==> src/rtl/shift_pipeline.sv <==
// Multi-mode register pipeline: hold, shift, rotate and parallel load of DEPTH stages,
// each carrying a data word and a valid flag, with a registered valid-stage count.
module shift_pipeline #(
    parameter int WIDTH = 32,
    parameter int DEPTH = 4
) (
    input  logic                         clock,
    input  logic                         rst_n,
    input  logic [1:0]                   mode,
    input  logic                         clear,
    input  logic [WIDTH-1:0]             din,
    input  logic                         din_valid,
    input  logic [DEPTH*WIDTH-1:0]       load_data,
    output logic [DEPTH*WIDTH-1:0]       taps,
    output logic [WIDTH-1:0]             dout,
    output logic                         dout_valid,
    output logic [$clog2(DEPTH+1)-1:0]   count
);

    localparam int CW = $clog2(DEPTH + 1);

    localparam logic [1:0] ModeHold   = 2'b00;
    localparam logic [1:0] ModeShift  = 2'b01;
    localparam logic [1:0] ModeRotate = 2'b10;
    localparam logic [1:0] ModeLoad   = 2'b11;

    logic [DEPTH-1:0][WIDTH-1:0] r_data;
    logic [DEPTH-1:0]            r_valid;
    logic [CW-1:0]               r_count;

    logic [DEPTH-1:0][WIDTH-1:0] w_data_d;
    logic [DEPTH-1:0]            w_valid_d;
    logic [CW-1:0]               w_count_d;

    always_comb begin
        w_data_d  = r_data;
        w_valid_d = r_valid;
        case (mode)
            ModeHold: begin
                w_data_d  = r_data;
                w_valid_d = r_valid;
            end
            ModeShift: begin
                w_data_d[0]  = din;
                w_valid_d[0] = din_valid;
                for (int i = 1; i < DEPTH; i++) begin
                    w_data_d[i]  = r_data[i-1];
                    w_valid_d[i] = r_valid[i-1];
                end
            end
            ModeRotate: begin
                w_data_d[0]  = r_data[DEPTH-1];
                w_valid_d[0] = r_valid[DEPTH-1];
                for (int i = 1; i < DEPTH; i++) begin
                    w_data_d[i]  = r_data[i-1];
                    w_valid_d[i] = r_valid[i-1];
                end
            end
            ModeLoad: begin
                for (int i = 0; i < DEPTH; i++) begin
                    w_data_d[i] = load_data[i*WIDTH +: WIDTH];
                end
                w_valid_d = '1;
            end
            default: begin
                w_data_d  = r_data;
                w_valid_d = r_valid;
            end
        endcase

        // clear wins over every mode and only invalidates; data words are kept
        if (clear) begin
            w_data_d  = r_data;
            w_valid_d = '0;
        end
    end

    always_comb begin
        w_count_d = '0;
        for (int i = 0; i < DEPTH; i++) begin
            w_count_d = w_count_d + CW'(w_valid_d[i]);
        end
    end

    always_ff @(posedge clock or negedge rst_n) begin
        if (!rst_n) begin
            r_data  <= '0;
            r_valid <= '0;
            r_count <= '0;
        end else begin
            r_data  <= w_data_d;
            r_valid <= w_valid_d;
            r_count <= w_count_d;
        end
    end

    assign taps       = r_data;
    assign dout       = r_data[DEPTH-1];
    assign dout_valid = r_valid[DEPTH-1];
    assign count      = r_count;

endmodule

==> config.mk <==
export PLATFORM = sky130hd
export DESIGN_NAME = shift_pipeline
export DESIGN_NICKNAME = d
export VERILOG_FILES = /design/src/rtl/shift_pipeline.sv
export SDC_FILE = /design/constraint.sdc
export NUM_CORES = 1
export LEC_CHECK = 0
export BUFFER_PORTS_ARGS = -buffer_cell sky130_fd_sc_hd__buf_2
export CAP_MARGIN = 20
export CORE_ASPECT_RATIO = 0.6
export CORE_MARGIN = 5
export CORE_UTILIZATION = 44
export CTS_BUF_LIST = sky130_fd_sc_hd__clkbuf_4 sky130_fd_sc_hd__clkbuf_8
export DETAILED_ROUTE_END_ITERATION = 6
export GPL_ROUTABILITY_DRIVEN = 0
export PLACE_DENSITY = 0.8
export SKIP_CTS_REPAIR_TIMING = 1
export SLEW_MARGIN = 5
export SYNTH_ARGS = -nofsm -noshare
export SYNTH_HDL_FRONTEND = slang
export SYNTH_SLANG_ARGS = --single-unit
==> constraint.sdc <==
create_clock -name clock -period 2 [get_ports clock]
set_input_delay 0.4 -clock clock [delete_from_list [all_inputs] [get_ports clock]]
set_output_delay 0.4 -clock clock [all_outputs]
set_load 0.02 [all_outputs]
==> reports/qor.csv, run 1 <==
stage,metric,value,unit
setup_path,critPathRequiredTime,2.36,ns
clocking,cts_tree,built,
outcome,status,"complete, but fails checks",
clocking,cts.path.max_buffers,2,
synthesis,ys_warn_count,0,
route,drt_pass1_iterations,4,
synthesis,synth_top_flop_cell,dfrtp_1,
synthesis,synth_edf_count,0,
power,p_leak,0.00489,uW
flow_run,drv_cap,0,
synthesis,synthesis.area,6870,um^2
sta,fin_ws,-0.00897,ns
route,routed_wl,20.9,mm
clocking,cts.clk_slew.worst_paths,0.07,ns
sta,finalCriticalPeriod,2.01,ns
sta,setup_violations,1,
sta,tightest_slew,0.526,ns
floorplan,die_w,171,um
clocking,cts_sinks,135,
hold_path,hold_class,input pin to register,
setup_path,crit_family,adder cells,
setup_path,critPathMaxFanout,3,
clocking,insertion_delay,0.43,ns
place,placed_area,8600,um^2
setup_path,cpMostUsedCell,ha_2,
route,drt_iter0_drc,412,
floorplan,die_y,107,um
clocking,cts_buffers,17,
route,drc,0,
route,vias,6027,
grt,grt_usage,0.223,
grt,grt_pass1_vias,6057,
synthesis,syn_inst,661,
grt,antenna_found_initial,3,
finish,drive_gt1_frac,0.435,
floorplan,core,15300,um^2
clocking,cts-root-buf,clkbuf_8,
grt,gr-total-overflow,0,
route,via_per_inst,5.15,
finish,finalNetCount,1125,
setup_path,path_buf_inv,1,
synthesis,ys_types,25,
synthesis,synthArstFlopShare,1.00,
setup_path,worst_ep_arrival_time,2.37,ns
synthesis,ys_ff_latch,135,
clocking,ctsHtreeMaxLevel,4,
route,final_antenna_net_count,0,
power,ir_drop,519,uV
floorplan,std_cell_rows,35,
place,portBuffers,329,
finish,final_area,8980,um^2
place,place_ws,-0.333,ns
outcome,failed_checks,setup timing,
floorplan,die_area,18300,um^2
setup_path,cp_slowest_stage_delay,0.54,ns
sta,clock_skew,0.0141,ns
setup_path,cpMaxStageDelayCell,fa_1,
setup_path,startpoint_type,register,
sta,finalCritPeriodShare,1.00,
sta,finalHoldViolations,0,
setup_path,critPathKind,register to register,
floorplan,start_util,0.448,
sta,fmax,0.498,GHz
synthesis,avgSynthCellArea,10.4,um^2
synthesis,synth.yosys.seq_area_share,0.492,
sta,slew_viol_final,0,
route,wl_per_cell,17.9,um
setup_path,endpoint_kind,register,
grt,grt_first_pass_wirelength,32.4,mm
setup_path,cp_cell_sequence,nor2_1 -> or3_4 -> fa_1 -> inv_1 -> ha_2 -> ha_2,
sta,max_slew_margin,0.650,
synthesis,synth_nets,830,
floorplan,io-pin-count,330,
grt,grt_max_degree,109,
place,hpwlAfterDp,15.7,mm
finish,area_delta_synth_final,30.7,%
finish,utilization,0.586,
sta,grt_setup_unrepaired,yes,
power,p_per_area,945,nW/um^2
==> sequential cells by signal, summed over array words and instances (netlist names) <==
signal,cells
count,3
r_valid,4
taps,96
dout,32
==> cells in the mapped netlist, types with 2 or more instances <==
master / n / area [um^2]
nor2_1: 38 / 143
nand2_1: 96 / 360
inv_1: 2 / 7.51
dfrtp_1: 135 / 3380
a211oi_1: 13 / 97.6
mux2i_1: 128 / 1280
or3_1: 3 / 18.8
buf_4: 48 / 360
clkbuf_1: 12 / 45.0
nor2b_1: 2 / 12.5
ha_1: 2 / 25.0
a211oi_2: 20 / 250
o21ai_1: 96 / 480
buf_2: 15 / 75.1
nor3_1: 35 / 175
buf_6: 7 / 78.8
==> power by group <==
group / internal [uW] / switching (uW) / total [uW]
sequential: 3220 / 444 / 3660
clock: 959 / 1080 / 2040
combinational: 1040 / 1740 / 2780
==> worst reg2reg max path, stage by stage, from the launching register on <==
cell and delay [ns]:
dfrtp_1 0.42, nor2_1 0.10, or3_4 0.38, fa_1 0.54, inv_1 0.04, ha_2 0.16, ha_2 0.31
==> kinds of logic after synthesis <==
| family | after synthesis | share of synthesized area |
|---|---|---|
| buf+inv | 85 | 0.0831 |
| compound gates | 132 | 0.125 |
| fa+ha+maj | 3 | 0.00656 |
| simple gates | 177 | 0.106 |
| xor+xnor | 1 | 0.00128 |
| mux | 128 | 0.187 |
| flops | 135 | 0.492 |
==> cell usage in the layout (no fill, tap or decap), types with 3 or more instances in the layout <==
cell / instances
clkbuf_8: 17
clkinvlp_4: 5
nor2_1: 37
nand2_1: 96
a211oi_1: 12
a211oi_2: 21
o21ai_1: 96
buf_2: 328
buf_4: 20
dfrtp_1: 135
nor3_1: 35
mux2i_1: 128
buf_12: 9
clkinv_2: 3
==> cell type report <==
class	instances	area, um^2
repair buffers	359	1990
well taps	203	254
clock buffers	17	234
diodes	1	2.50
multi-input cells	441	3000
flip-flops and latches	135	3380
inverters	2	7.51
clock inverters	12	109
fillers	1354	6350
==> per-stage QoR <==
| step | cells | setup TNS [ns] | hold slack, ns | total power [uW] |
|---|---|---|---|---|
| 4_1_cts | 1167 | -0.00702 | -0.113 | 8570 |
| 5_1_grt | 1170 | -0.0716 | 0.204 | 8990 |
| 6_report | 1170 | -0.00897 | 0.234 | 8490 |
| 3_5_place_dp | 1138 | -0.732 | 0.369 | 6520 |
| 2_1_floorplan | 661 | -0.214 | 0.104 | 5480 |
| 3_3_place_gp | 1138 | -0.601 | 0.361 | 6440 |
==> layer usage <==
metal,vias to the layer above,track usage,part of all wire
li1,2862,-,-
met1,2887,0.293,0.41
met2,245,0.360,0.49
met3,29,0.0682,0.088
met4,4,0.0633,0.018
met5,-,0,0.00081
==> path summary, 6_finish.rpt <==
kind,start,to,slack [ns],cells past startpoint
hold reg to reg,taps[95],taps[95],0.51,2
max in group asynchronous,rst_n,taps[19],0.95,3
hold / removal,clear,r_valid[0],0.23,2
min in group asynchronous,rst_n,dout[0],0.48,2
setup reg to reg,r_valid[3],count[1],-0.009,6
setup / recovery,r_valid[3],count[1],-0.009,6
(Power assumes the default switching activity.)
==> inputs of run 2 (changes only) <==
- CORE_ASPECT_RATIO: 0.6 -> unset
==> reports/qor.csv, run 2 (synthesis results as in run 1) <==
stage,metric,value,unit
grt,grt_pass1_vias,5992,
finish,area_delta_synth_final,31.5,%
floorplan,die_area,18200,um^2
setup_path,startpoint,r_valid[0],
finish,final_common_cell,buf_2,
route,drt_pass1_iterations,4,
finish,finalNetCount,1123,
setup_path,critPathKind,register to register,
place,hpwlAfterDp,15.3,mm
sta,finalCritPeriodShare,0.981,
route,routed_wl,20.1,mm
route,final_antenna_net_count,0,
clocking,insertion_delay,0.43,ns
flow_run,drv_cap,0,
floorplan,io-pin-count,330,
clocking,cts-root-buf,clkbuf_8,
floorplan,die_y,135,um
route,wl_per_cell,17.1,um
finish,utilization,0.592,
clocking,cts_tree,built,
power,p_leak,0.00492,uW
clocking,ctsHtreeMaxLevel,4,
sta,setup_violations,0,
sta,fmax,0.510,GHz
grt,grt_max_degree,93,
setup_path,critPathMaxFanout,2,
finish,largest_reg_flops,96,
floorplan,std_cell_rows,45,
place,placed_area,8580,um^2
place,place_ws,-0.303,ns
sta,fin_ws,0.0388,ns
route,via_per_inst,5.05,
sta,slew_viol_final,0,
sta,tightest_slew,0.419,ns
grt,grt_usage,0.215,
sta,fin_hold_ws,0.229,ns
floorplan,core,15300,um^2
finish,mostFrequentLayoutCells,"328 x buf_2, 135 x dfrtp_1, 128 x mux2i_1, 96 x nand2_1, 96 x o21ai_1",
power,ir_drop,520,uV
finish,layoutNonFillerInstCount,1178,
sta,clock_skew,0.0100,ns
grt,antenna_found_initial,1,
sta,finalHoldViolations,0,
clocking,cts_buffers,17,
place,portBuffers,329,
grt,grt_first_pass_wirelength,31.0,mm
setup_path,cpMaxStageDelayCell,fa_1,
route,vias,5951,
place,dp_cells,1144,
setup_path,endpoint_kind,register,
clocking,cts_sinks,135,
setup_path,path_buf_inv,1,
setup_path,critPathRequiredTime,2.38,ns
route,drc,0,
sta,finalCriticalPeriod,1.96,ns
setup_path,cp_cell_sequence,nor2b_4 -> a211oi_2 -> or3_4 -> fa_1 -> inv_1 -> ha_2 -> ha_4,
grt,gr-total-overflow,0,
power,p_per_area,964,nW/um^2
floorplan,start_util,0.450,
floorplan,die_w,135,um
setup_path,reg2reg_from,r_valid[0],
finish,final_area,9030,um^2
setup_path,crit_family,adder cells,
setup_path,worst_ep_arrival_time,2.34,ns
clocking,cts.path.max_buffers,2,
setup_path,cp_slowest_stage_delay,0.50,ns
hold_path,hold_class,input pin to register,
hold_path,worstHoldStart,load_data[103],
route,drt_iter0_drc,288,
finish,drive_gt1_frac,0.434,
outcome,status,"complete, no violations",
sta,max_slew_margin,0.721,
clocking,cts.clk_slew.worst_paths,0.08,ns
setup_path,startpoint_type,register,
-- run 2: layout make-up --
| cell class | instances | area [um^2] |
|---|---|---|
| well taps | 211 | 264 |
| multi-input cells | 441 | 3010 |
| clock inverters | 7 | 93.8 |
| fillers | 1334 | 6230 |
| inverters | 2 | 7.51 |
| diodes | 1 | 2.50 |
| repair buffers | 357 | 1970 |
| clock buffers | 24 | 312 |
| flip-flops and latches | 135 | 3380 |
-- run 2: where the power goes --
part | total (uW) | internal [uW] | leakage [uW] | switching (uW)
clock network | 2290 | 1270 | 0.000205 | 1010
logic | 2740 | 1030 | 0.00308 | 1710
registers | 3690 | 3220 | 0.00164 | 467
-- run 2: stage by stage --
| stage | TNS, ns | power (uW) |
|---|---|---|
| 2_1_floorplan | -0.214 | 5480 |
| 3_3_place_gp | -0.543 | 6420 |
| 3_5_place_dp | -0.656 | 6490 |
| 4_1_cts | 0 | 8810 |
| 5_1_grt | -0.00397 | 9170 |
| 6_report | 0 | 8710 |
-- run 2: metal layers --
layer | wire length [um] | GRT usage | vias to the layer above | share of wire
met3 | 1450 | 0.0533 | 24 | 0.072
met5 | 0 | 0 | - | 0
met2 | 10100 | 0.361 | 241 | 0.50
li1 | - | - | 2864 | -
met4 | 327 | 0.0722 | 0 | 0.016
met1 | 8250 | 0.271 | 2822 | 0.41
-- run 2: final timing paths --
check | slack, ns | depth (start not counted) | endpoint
min | 0.23 | 3 | dout[7]
max in group asynchronous | 0.99 | 3 | dout[10]
max | 0.04 | 7 | count[1]
min in group asynchronous | 0.40 | 2 | count[2]
min reg2reg | 0.51 | 2 | taps[93]
max reg2reg | 0.04 | 7 | count[1]
-- run 2: tightest hold or removal path, stage by stage --
cell and delay, ns:
buf_2 0.08, mux2i_1 0.05, o21ai_1 0.10
